$ cat config.mk
export PLATFORM = sky130hd
export DESIGN_NAME = dsp_sequencer
export DESIGN_NICKNAME = d
export VERILOG_FILES = /design/src/rtl/dsp_pkg.sv /design/src/rtl/dsp_sequencer.sv
export SDC_FILE = /design/constraint.sdc
export NUM_CORES = 1
export LEC_CHECK = 0
export ABC_CLOCK_PERIOD_IN_PS = 4500
export CAP_MARGIN = 10
export CORE_MARGIN = 5
export CORE_UTILIZATION = 65
export CTS_BUF_LIST = sky130_fd_sc_hd__clkbuf_2 sky130_fd_sc_hd__clkbuf_4 sky130_fd_sc_hd__clkbuf_8
export DETAILED_ROUTE_END_ITERATION = 8
export DONT_BUFFER_PORTS = 1
export HOLD_SLACK_MARGIN = 0.12
export MAX_ROUTING_LAYER = met4
export PLACE_DENSITY = 0.91
export REMOVE_ABC_BUFFERS = 1
export SLEW_MARGIN = 20
export SYNTH_ARGS = -nofsm -noshare
export SYNTH_HDL_FRONTEND = slang
export SYNTH_SLANG_ARGS = --single-unit
$ cat constraint.sdc
create_clock -name clk -period 4.5 [get_ports clk]
set_input_delay 0.9 -clock clk [delete_from_list [all_inputs] [get_ports clk]]
set_output_delay 0.9 -clock clk [all_outputs]
set_load 0.01 [all_outputs]
$ cat src/rtl/dsp_pkg.sv
// Shared DSP definitions: the opcode set, the packed instruction word and the NOP constant.
// The packing puts the opcode in the MSBs, and OpNop is zero, so NOP is the all-zeros word.
package dsp_pkg;

  localparam int unsigned SAMPLE_ADDR_WIDTH = 12;
  localparam int unsigned PARAM_ADDR_WIDTH  = 12;

  typedef enum logic [7:0] {
    OpNop   = 8'h00,
    OpLoad  = 8'h01,
    OpMac   = 8'h02,
    OpAdd   = 8'h03,
    OpMul   = 8'h04,
    OpStore = 8'h05,
    OpOut   = 8'h06
  } opcode_t;

  typedef struct packed {
    opcode_t                      opcode;
    logic [SAMPLE_ADDR_WIDTH-1:0] sample_addr;
    logic [PARAM_ADDR_WIDTH-1:0]  param_addr;
  } instr_t;

  localparam instr_t NOP_INSTR = instr_t'('0);

endpackage

$ cat src/rtl/dsp_sequencer.sv
// Frame-synchronous instruction sequencer feeding the DSP core's instr_in.
// On each accepted frame_sync it streams program words 0..last from a synchronous RAM,
// then issues DRAIN_CYCLES NOPs so the core pipeline drains, and pulses frame_done.
// Optional feature macro: DSP_SEQUENCER_FRAME_COUNT_EN (live frame counter; tied to 0 otherwise).
module dsp_sequencer
  import dsp_pkg::*;
#(
  parameter int unsigned INSTR_ADDR_WIDTH  = 10,
  parameter int unsigned DRAIN_CYCLES      = 4,
  parameter int unsigned FRAME_COUNT_WIDTH = 16
) (
  input  logic                         clk,
  input  logic                         reset_n,
  input  logic                         frame_sync,
  input  logic [INSTR_ADDR_WIDTH-1:0]  prog_last,
  input  logic                         overrun_clear,
  output logic [INSTR_ADDR_WIDTH-1:0]  imem_rd_addr,
  input  instr_t                       imem_rd_data,
  output instr_t                       instr_out,
  output logic                         running,
  output logic                         frame_done,
  output logic                         overrun,
  output logic [FRAME_COUNT_WIDTH-1:0] frame_count
);

  localparam int unsigned DrainCntW = (DRAIN_CYCLES > 1) ? $clog2(DRAIN_CYCLES) : 1;

  typedef enum logic [1:0] {
    StIdle,
    StFetch,
    StRun,
    StDrain
  } state_e;

  state_e                      state_q, state_d;
  logic [INSTR_ADDR_WIDTH-1:0] last_q, last_d;
  logic [INSTR_ADDR_WIDTH-1:0] addr_q, addr_d;
  instr_t                      instr_q, instr_d;
  // Set when the RAM word arriving next cycle is the one at last_q.
  logic                        word_last_q, word_last_d;
  logic [DrainCntW-1:0]        drain_q, drain_d;
  logic                        done_q, done_d;
  logic                        overrun_q, overrun_d;

  // Next-state logic for the FSM, address walker and drain counter
  always_comb begin
    state_d     = state_q;
    last_d      = last_q;
    addr_d      = addr_q;
    instr_d     = NOP_INSTR;
    word_last_d = 1'b0;
    drain_d     = drain_q;
    done_d      = 1'b0;

    unique case (state_q)
      StIdle: begin
        addr_d = '0;
        if (frame_sync) begin
          last_d  = prog_last;
          state_d = StFetch;
        end
      end
      StFetch: begin
        // Address 0 is being read this cycle; step on unless the program is one word long.
        word_last_d = (addr_q == last_q);
        if (addr_q != last_q) begin
          addr_d = addr_q + INSTR_ADDR_WIDTH'(1);
        end
        state_d = StRun;
      end
      StRun: begin
        instr_d = imem_rd_data;
        if (word_last_q) begin
          state_d = StDrain;
          drain_d = DrainCntW'(DRAIN_CYCLES - 1);
        end else begin
          word_last_d = (addr_q == last_q);
          if (addr_q != last_q) begin
            addr_d = addr_q + INSTR_ADDR_WIDTH'(1);
          end
        end
      end
      StDrain: begin
        if (drain_q == '0) begin
          done_d  = 1'b1;
          addr_d  = '0;
          state_d = StIdle;
        end else begin
          drain_d = drain_q - DrainCntW'(1);
        end
      end
      default: begin
        state_d = StIdle;
      end
    endcase
  end

  // Sticky overrun: a rejected frame_sync beats a simultaneous clear
  always_comb begin
    overrun_d = overrun_q;
    if (frame_sync && (state_q != StIdle)) begin
      overrun_d = 1'b1;
    end else if (overrun_clear) begin
      overrun_d = 1'b0;
    end
  end

  // State and datapath registers with synchronous active-low reset
  always_ff @(posedge clk) begin
    if (!reset_n) begin
      state_q     <= StIdle;
      last_q      <= '0;
      addr_q      <= '0;
      instr_q     <= NOP_INSTR;
      word_last_q <= 1'b0;
      drain_q     <= '0;
      done_q      <= 1'b0;
      overrun_q   <= 1'b0;
    end else begin
      state_q     <= state_d;
      last_q      <= last_d;
      addr_q      <= addr_d;
      instr_q     <= instr_d;
      word_last_q <= word_last_d;
      drain_q     <= drain_d;
      done_q      <= done_d;
      overrun_q   <= overrun_d;
    end
  end

`ifdef DSP_SEQUENCER_FRAME_COUNT_EN
  logic [FRAME_COUNT_WIDTH-1:0] frame_count_q, frame_count_d;

  // Completed-frame counter, wraps naturally
  always_comb begin
    frame_count_d = frame_count_q;
    if (done_d) begin
      frame_count_d = frame_count_q + FRAME_COUNT_WIDTH'(1);
    end
  end

  // Frame counter register
  always_ff @(posedge clk) begin
    if (!reset_n) begin
      frame_count_q <= '0;
    end else begin
      frame_count_q <= frame_count_d;
    end
  end

  assign frame_count = frame_count_q;
`else
  assign frame_count = '0;
`endif

  assign imem_rd_addr = addr_q;
  assign instr_out    = instr_q;
  assign running      = (state_q != StIdle);
  assign frame_done   = done_q;
  assign overrun      = overrun_q;

endmodule

==> flow_summary.ini, run 1 <==
[layout]
area_of_the_multi_input_gates_sq_um = 1230
layout-area-overhead-vs-synth_pct = 5.47
n_antenna_cell = 0
num-nets-final = 333
fraction_of_layout_instances_using_a_drive_strength_above_1_pct = 6.64
fillerInstances = 326
register_area_sq_um = 1180
postLayoutCoreUtil_pct = 69.7

[timing]
rsz0062_at_grt = false
worst-slew-pin-transition_ns = 0.810
setup_viol_count_final = 0
finalCritPeriodShare_pct = 60.4
max_slew_margin_pct = 46.0
fin_tns_setup_ns = 0
final.setup_skew_ns = 0.00814
clock.fmax_mhz = 368
finalMaxSlewViolations = 0
fin_crit_ns = 2.72
finalHoldViolCount = 0

[placement]
portBuffers = 0
post-dp-hpwl_microns = 3880
gp_routability_congestion = 0.906

[worst_setup_path]
worst-setup-path-type = reg2reg
path_max_fanout = 20
worst_ep_required_time_ns = 4.73
end_kind = flip-flop
timing.critical_path.from_type = flip-flop
crit_slowest_cell = ha_1
critical_path_arrival_ns = 2.95
path_cells = inv_1 -> ha_1 -> nand4_1 -> or3_1 -> a211o_1
critical_path_s_largest_stage_delay_ns = 0.68

[yosys]
post-synth-top-area-fraction_pct = 45.7
synthTopCellsByArea = dfxtp_1 46%, and3_1 8.7%, nand2_1 5.2%
synth_area_leader_cell = dfxtp_1
synth_seq_area_share_pct = 45.7
postSynth.topFlopCell = dfxtp_1
yosys.cell_count.top_type = dfxtp_1
synth-async-reset-ratio_pct = 0
synth_commonest_cells = 59 x dfxtp_1, 36 x and3_1, 36 x nand2_1
synth_enable_flop_cells = 0
synth.ff_latch_count = 59
avgSynthCellArea_sq_um = 8.92
synth.distinct_cells = 37
yosysWarnings = 0
syn-cell-area_sq_um = 2590
synth_cells = 290

[cts]
worstSkewPairLatency_ns = 0.34
cts-hold-fix-buffers = 0
clkTransAtPathRegs_ns = 0.07
clk_path_buf_depth = 2
clk_root_buffer_cell = clkbuf_8
cts_resized = 0
cts_tree = done
number_of_clock_sinks = 59
post-cts-setup-buffers = 0
tritoncts.num_buffers = 9
cts.htree.levels = 3

[grt]
met3_usage_pct = 7.85
grt_first_pass_wirelength_microns = 8850
grt.met2_usage_pct = 35.3
global_route.overflow_total = 0
first_global_vias = 1802
globalRouteTotalUtil_pct = 22.7
grtUsageMet1_pct = 26.4
grt.busiest_layer = met2
grt_start_max_net_pins = 78
antenna_found_initial = 0

[drt]
wl_per_cell_microns = 16.5
iteration_0_drc_markers = 291
vias = 1975
post_route_ant_nets = 0
drt_drc_violations_left = 0
routed_wirelength_microns = 5530
dr.pass1.iters = 4
routed_via_density = 5.88

[power]
leakage_uw = 0.00115
p_total_uw = 1610
ir_drop_v = 0.000346
power_density_nw_per_um2 = 589

[job]
max_cap_viol_count = 0

[status]
run_status = complete, no violations

[floorplan]
start_util_pct = 66.1
ios = 107
dieArea_sq_um = 5340
dieWidth_microns = 73.1
placeableCoreArea_sq_um = 3910
std_cell_rows = 23
die_y_microns = 73.1

[worst_hold_path]
min-delay-path-class = reg2reg
[placed cells by master (no fill, tap or decap), types with 4 or more instances in the layout]
cell type	synthesis	layout
clkbuf_8	0	9
nor2_1	10	10
o311ai_0	5	5
nand3b_1	9	9
and3_1	36	36
nor3_1	9	9
a21boi_0	10	10
o21ai_0	4	4
nand3_1	10	10
inv_1	8	8
o22a_1	4	4
nand2_1	36	36
o211ai_1	4	4
ha_1	6	6
conb_1	1	16
dfxtp_1	59	59
nand4_1	4	4
xnor2_1	10	10
[stage by stage]
stage	hold slack, ns	setup slack, ns	instances	cell area (sq um)
floorplan	0.437	2.29	270	2440
global placement	0.449	1.93	320	2510
detailed placement	0.468	1.87	320	2510
CTS	0.481	1.88	336	2730
global route	0.503	1.64	336	2730
finish	0.479	1.78	336	2730
[cell type report]
class	count	share of cell area (%)
flip-flops and latches	59	43.3
inverters	8	1.10
clock inverters	6	3.26
multi-input cells	203	45.2
well taps	50	2.29
clock buffers	10	4.82
[registers in the layout (all words and copies together), names as in the netlist]
signal / cells
last_q: 10
imem_rd_addr: 10
instr_out: 32
state_q: 2
frame_done: 1
drain_q: 2
word_last_q: 1
overrun: 1
[report_power, final]
part / internal [uW] / leakage, uW / switching (uW) / total (uW)
Sequential: 599 / 0.000479 / 69.2 / 668
Combinational: 143 / 0.000569 / 271 / 414
Clock: 318 / 0.000106 / 208 / 526
[critical path: cells and delay by family (launching register included)]
family | cells | cell delay, ns
AO/OA/AOI/OAI | 1 | 0.30
buffers and inverters | 1 | 0.09
adder cells (fa/ha/maj) | 1 | 0.68
AND/OR/NAND/NOR | 2 | 1.15
flip-flops | 1 | 0.39
[cell families after synthesis]
kind of cell,after synthesis,share of synthesized area (%)
fa+ha+maj,6,2.90
mux,4,1.60
simple gates,129,26.6
flops,59,45.7
buf+inv,43,8.81
xor+xnor,10,3.39
other cells,1,0.145
compound gates,38,10.9
[worst paths after layout]
path,start,slack (ns),endpoint,cells after the start
hold reg to reg,last_q[9]$_SDFFE_PN0P_,0.48,last_q[9]$_SDFFE_PN0P_,2
setup reg to reg,state_q[0]$_SDFFE_PN0P_,1.78,imem_rd_addr[2]$_SDFFE_PN0P_,5
setup / recovery,state_q[0]$_SDFFE_PN0P_,1.78,imem_rd_addr[2]$_SDFFE_PN0P_,5
hold / removal,last_q[9]$_SDFFE_PN0P_,0.48,last_q[9]$_SDFFE_PN0P_,2
[layer usage]
metal | part of all wire [%] | vias up
met4 | 1.6 | 0
met1 | 40 | 899
met3 | 9.0 | 9
li1 | - | 959
met5 | 0 | -
met2 | 50 | 108
(Power assumes the default switching activity.)
==> run 2, diff against run 1 <==
--- a/config.mk
+++ b/config.mk
@@ -5,16 +5,16 @@
 export SDC_FILE = /design/constraint.sdc
 export NUM_CORES = 1
 export LEC_CHECK = 0
-export ABC_CLOCK_PERIOD_IN_PS = 4500
+export ABC_CLOCK_PERIOD_IN_PS = 2350
 export CAP_MARGIN = 10
 export CORE_MARGIN = 5
-export CORE_UTILIZATION = 65
+export CORE_UTILIZATION = 59
 export CTS_BUF_LIST = sky130_fd_sc_hd__clkbuf_2 sky130_fd_sc_hd__clkbuf_4 sky130_fd_sc_hd__clkbuf_8
 export DETAILED_ROUTE_END_ITERATION = 8
 export DONT_BUFFER_PORTS = 1
 export HOLD_SLACK_MARGIN = 0.12
 export MAX_ROUTING_LAYER = met4
-export PLACE_DENSITY = 0.91
+export PLACE_DENSITY = 0.88
 export REMOVE_ABC_BUFFERS = 1
 export SLEW_MARGIN = 20
 export SYNTH_ARGS = -nofsm -noshare
==> constraint.sdc (replaced) <==
create_clock -name clk -period 2.35 [get_ports clk]
set_input_delay 0.47 -clock clk [delete_from_list [all_inputs] [get_ports clk]]
set_output_delay 0.47 -clock clk [all_outputs]
set_load 0.01 [all_outputs]
==> run 2 against run 1 <==
  * Non-clock buffer count grew 8
  * Power grew 90%
  * Sequential cell count is the same
  * Hold slack lost 0.20 ns
  * Clock skew is essentially flat
  * Maximum frequency grew 32%
  * Via count grew 2.8%
  * Register-to-register slack lost 1.5 ns
  * Sequential power grew 92%
  * Setup slack lost 1.5 ns
==> flow_summary.ini, run 2 (synthesized netlist as in run 1, its figures left out) <==
[power]
power_density_nw_per_um2 = 1100
ir_drop_v = 0.000768
leakage_uw = 0.00118

[layout]
fillerInstances = 357
n_antenna_cell = 0
largest_reg_flops = 32
most-common-layout-cells = 59 x dfxtp_1, 36 x nand2_1, 36 x and3_1, 16 x conb_1
layout_commonest_cell = dfxtp_1
postLayoutCoreUtil_pct = 64.5
fraction_of_layout_instances_using_a_drive_strength_above_1_pct = 9.18
layout-area-overhead-vs-synth_pct = 7.06
num-nets-final = 341

[worst_setup_path]
end_kind = flip-flop
path_max_fanout = 11
worst-setup-path-type = reg2reg
rrSetupSlack_ns = 0.30
worst_r2r_endpoint = imem_rd_addr[2]$_SDFFE_PN0P_
worst_path_dominant_cell_family = simple AND/OR/NAND/NOR gates
cp.buffers_inverters = 0
critical_path_arrival_ns = 2.28
length_in_cells_of_the_worst_reg_to_reg_path = 4
crit_slowest_cell = or3_1
path_cells = xnor2_1 -> nand3_1 -> or3_1 -> a211o_1
worst_ep_required_time_ns = 2.57
timing.critical_path.from_type = flip-flop
worst-path-stages = 4
critical_path_s_largest_stage_delay_ns = 0.61
regToRegStartpoint = imem_rd_addr[3]$_SDFFE_PN0P_

[drt]
vias = 2031
iteration_0_drc_markers = 347
wl_per_cell_microns = 17.0
post_route_ant_nets = 0
routed_via_density = 5.87
routed_wirelength_microns = 5870
drt_drc_violations_left = 0
dr.pass1.iters = 4

[grt]
global_route.overflow_total = 0
first_global_vias = 1940
grt_first_pass_wirelength_microns = 9520
grt_start_max_net_pins = 78
antenna_found_initial = 0
globalRouteTotalUtil_pct = 20.8

[timing]
setup_viol_count_final = 0
finalMaxSlewViolations = 0
worst-slew-pin-transition_ns = 0.615
finalHoldViolCount = 0
fin_tns_setup_ns = 0
final.setup_skew_ns = 0.00828
fin_crit_ns = 2.05
finalCritPeriodShare_pct = 87.4
clock.fmax_mhz = 487
max_slew_margin_pct = 58.8
rsz0062_at_grt = false

[cts]
clkTransAtPathRegs_ns = 0.07
cts_tree = done
tritoncts.num_buffers = 9
worstSkewPairLatency_ns = 0.33
number_of_clock_sinks = 59
post-cts-setup-buffers = 0
cts_resized = 0
cts-hold-fix-buffers = 0
clk_path_buf_depth = 2
clk_root_buffer_cell = clkbuf_8
cts.htree.levels = 3

[placement]
portBuffers = 0
gp_routability_congestion = 0.906
post-dp-hpwl_microns = 4100

[worst_hold_path]
hold_depth = 2
worst_hold_start = reset_n
whs_endpoint = drain_q[0]$_SDFFE_PN0P_
min-delay-path-class = in2reg

[floorplan]
placeableCoreArea_sq_um = 4290
dieWidth_microns = 76.2
dieArea_sq_um = 5810
start_util_pct = 60.2
ios = 107
die_y_microns = 76.2
std_cell_rows = 24

[status]
run_status = complete, no violations

[job]
max_cap_viol_count = 0
[run 2: changes by cell type in the layout (fill, tap and decap cells not counted)]
cell,delta
buf_4,+8
bufinv_16,-1
inv_6,+1
clkinvlp_4,+1
clkbuf_4,-1
[run 2: through the flow]
stage	hold WS (ns)	cell area (sq um)	worst slack, ns	power, uW	cells
global placement	0.448	2570	0.463	2090	330
CTS	0.253	2770	0.329	3050	346
finish	0.277	2770	0.295	3050	346
floorplan	0.437	2440	0.142	1890	270
detailed placement	0.465	2570	0.364	2140	330
global route	0.260	2770	0.157	3260	346
[run 2: per-layer routing]
metal  global-route usage [%]  share of wire (%)
met1                     25.8                 41
met3                     6.74                7.9
met2                     30.0                 48
met4                     11.0                2.7
met5                        -                  0
[run 2: power breakdown]
part | total, uW | internal (uW) | switching, uW
clock | 916 | 494 | 422
sequential | 1280 | 1150 | 137
combinational | 850 | 310 | 540
[run 2: layout make-up]
type                       instances  area (sq um)  share of cell area (%)
inverter                           8          30.0                    1.08
clock buffer                       9           124                    4.47
clock inverter                     7          75.1                    2.71
multi-input combinational        203          1230                    44.6
sequential                        59          1180                    42.7
timing repair buffer               8          60.1                    2.17
tap                               52          65.1                    2.35
[run 2: how the worst max path moves through the flow]
| stage | to | slack [ns] | from |
|---|---|---|---|
| global route | imem_rd_addr[2]$_SDFFE_PN0P_ | 0.16 | imem_rd_addr[2]$_SDFFE_PN0P_ |
| finish | imem_rd_addr[2]$_SDFFE_PN0P_ | 0.30 | imem_rd_addr[3]$_SDFFE_PN0P_ |
| detailed placement | imem_rd_addr[2]$_SDFFE_PN0P_ | 0.36 | imem_rd_addr[2]$_SDFFE_PN0P_ |
| global placement | imem_rd_addr[2]$_SDFFE_PN0P_ | 0.46 | imem_rd_addr[2]$_SDFFE_PN0P_ |
| floorplan | imem_rd_addr[2]$_SDFFE_PN0P_ | 0.14 | state_q[0]$_SDFFE_PN0P_ |
| CTS | imem_rd_addr[2]$_SDFFE_PN0P_ | 0.33 | imem_rd_addr[2]$_SDFFE_PN0P_ |
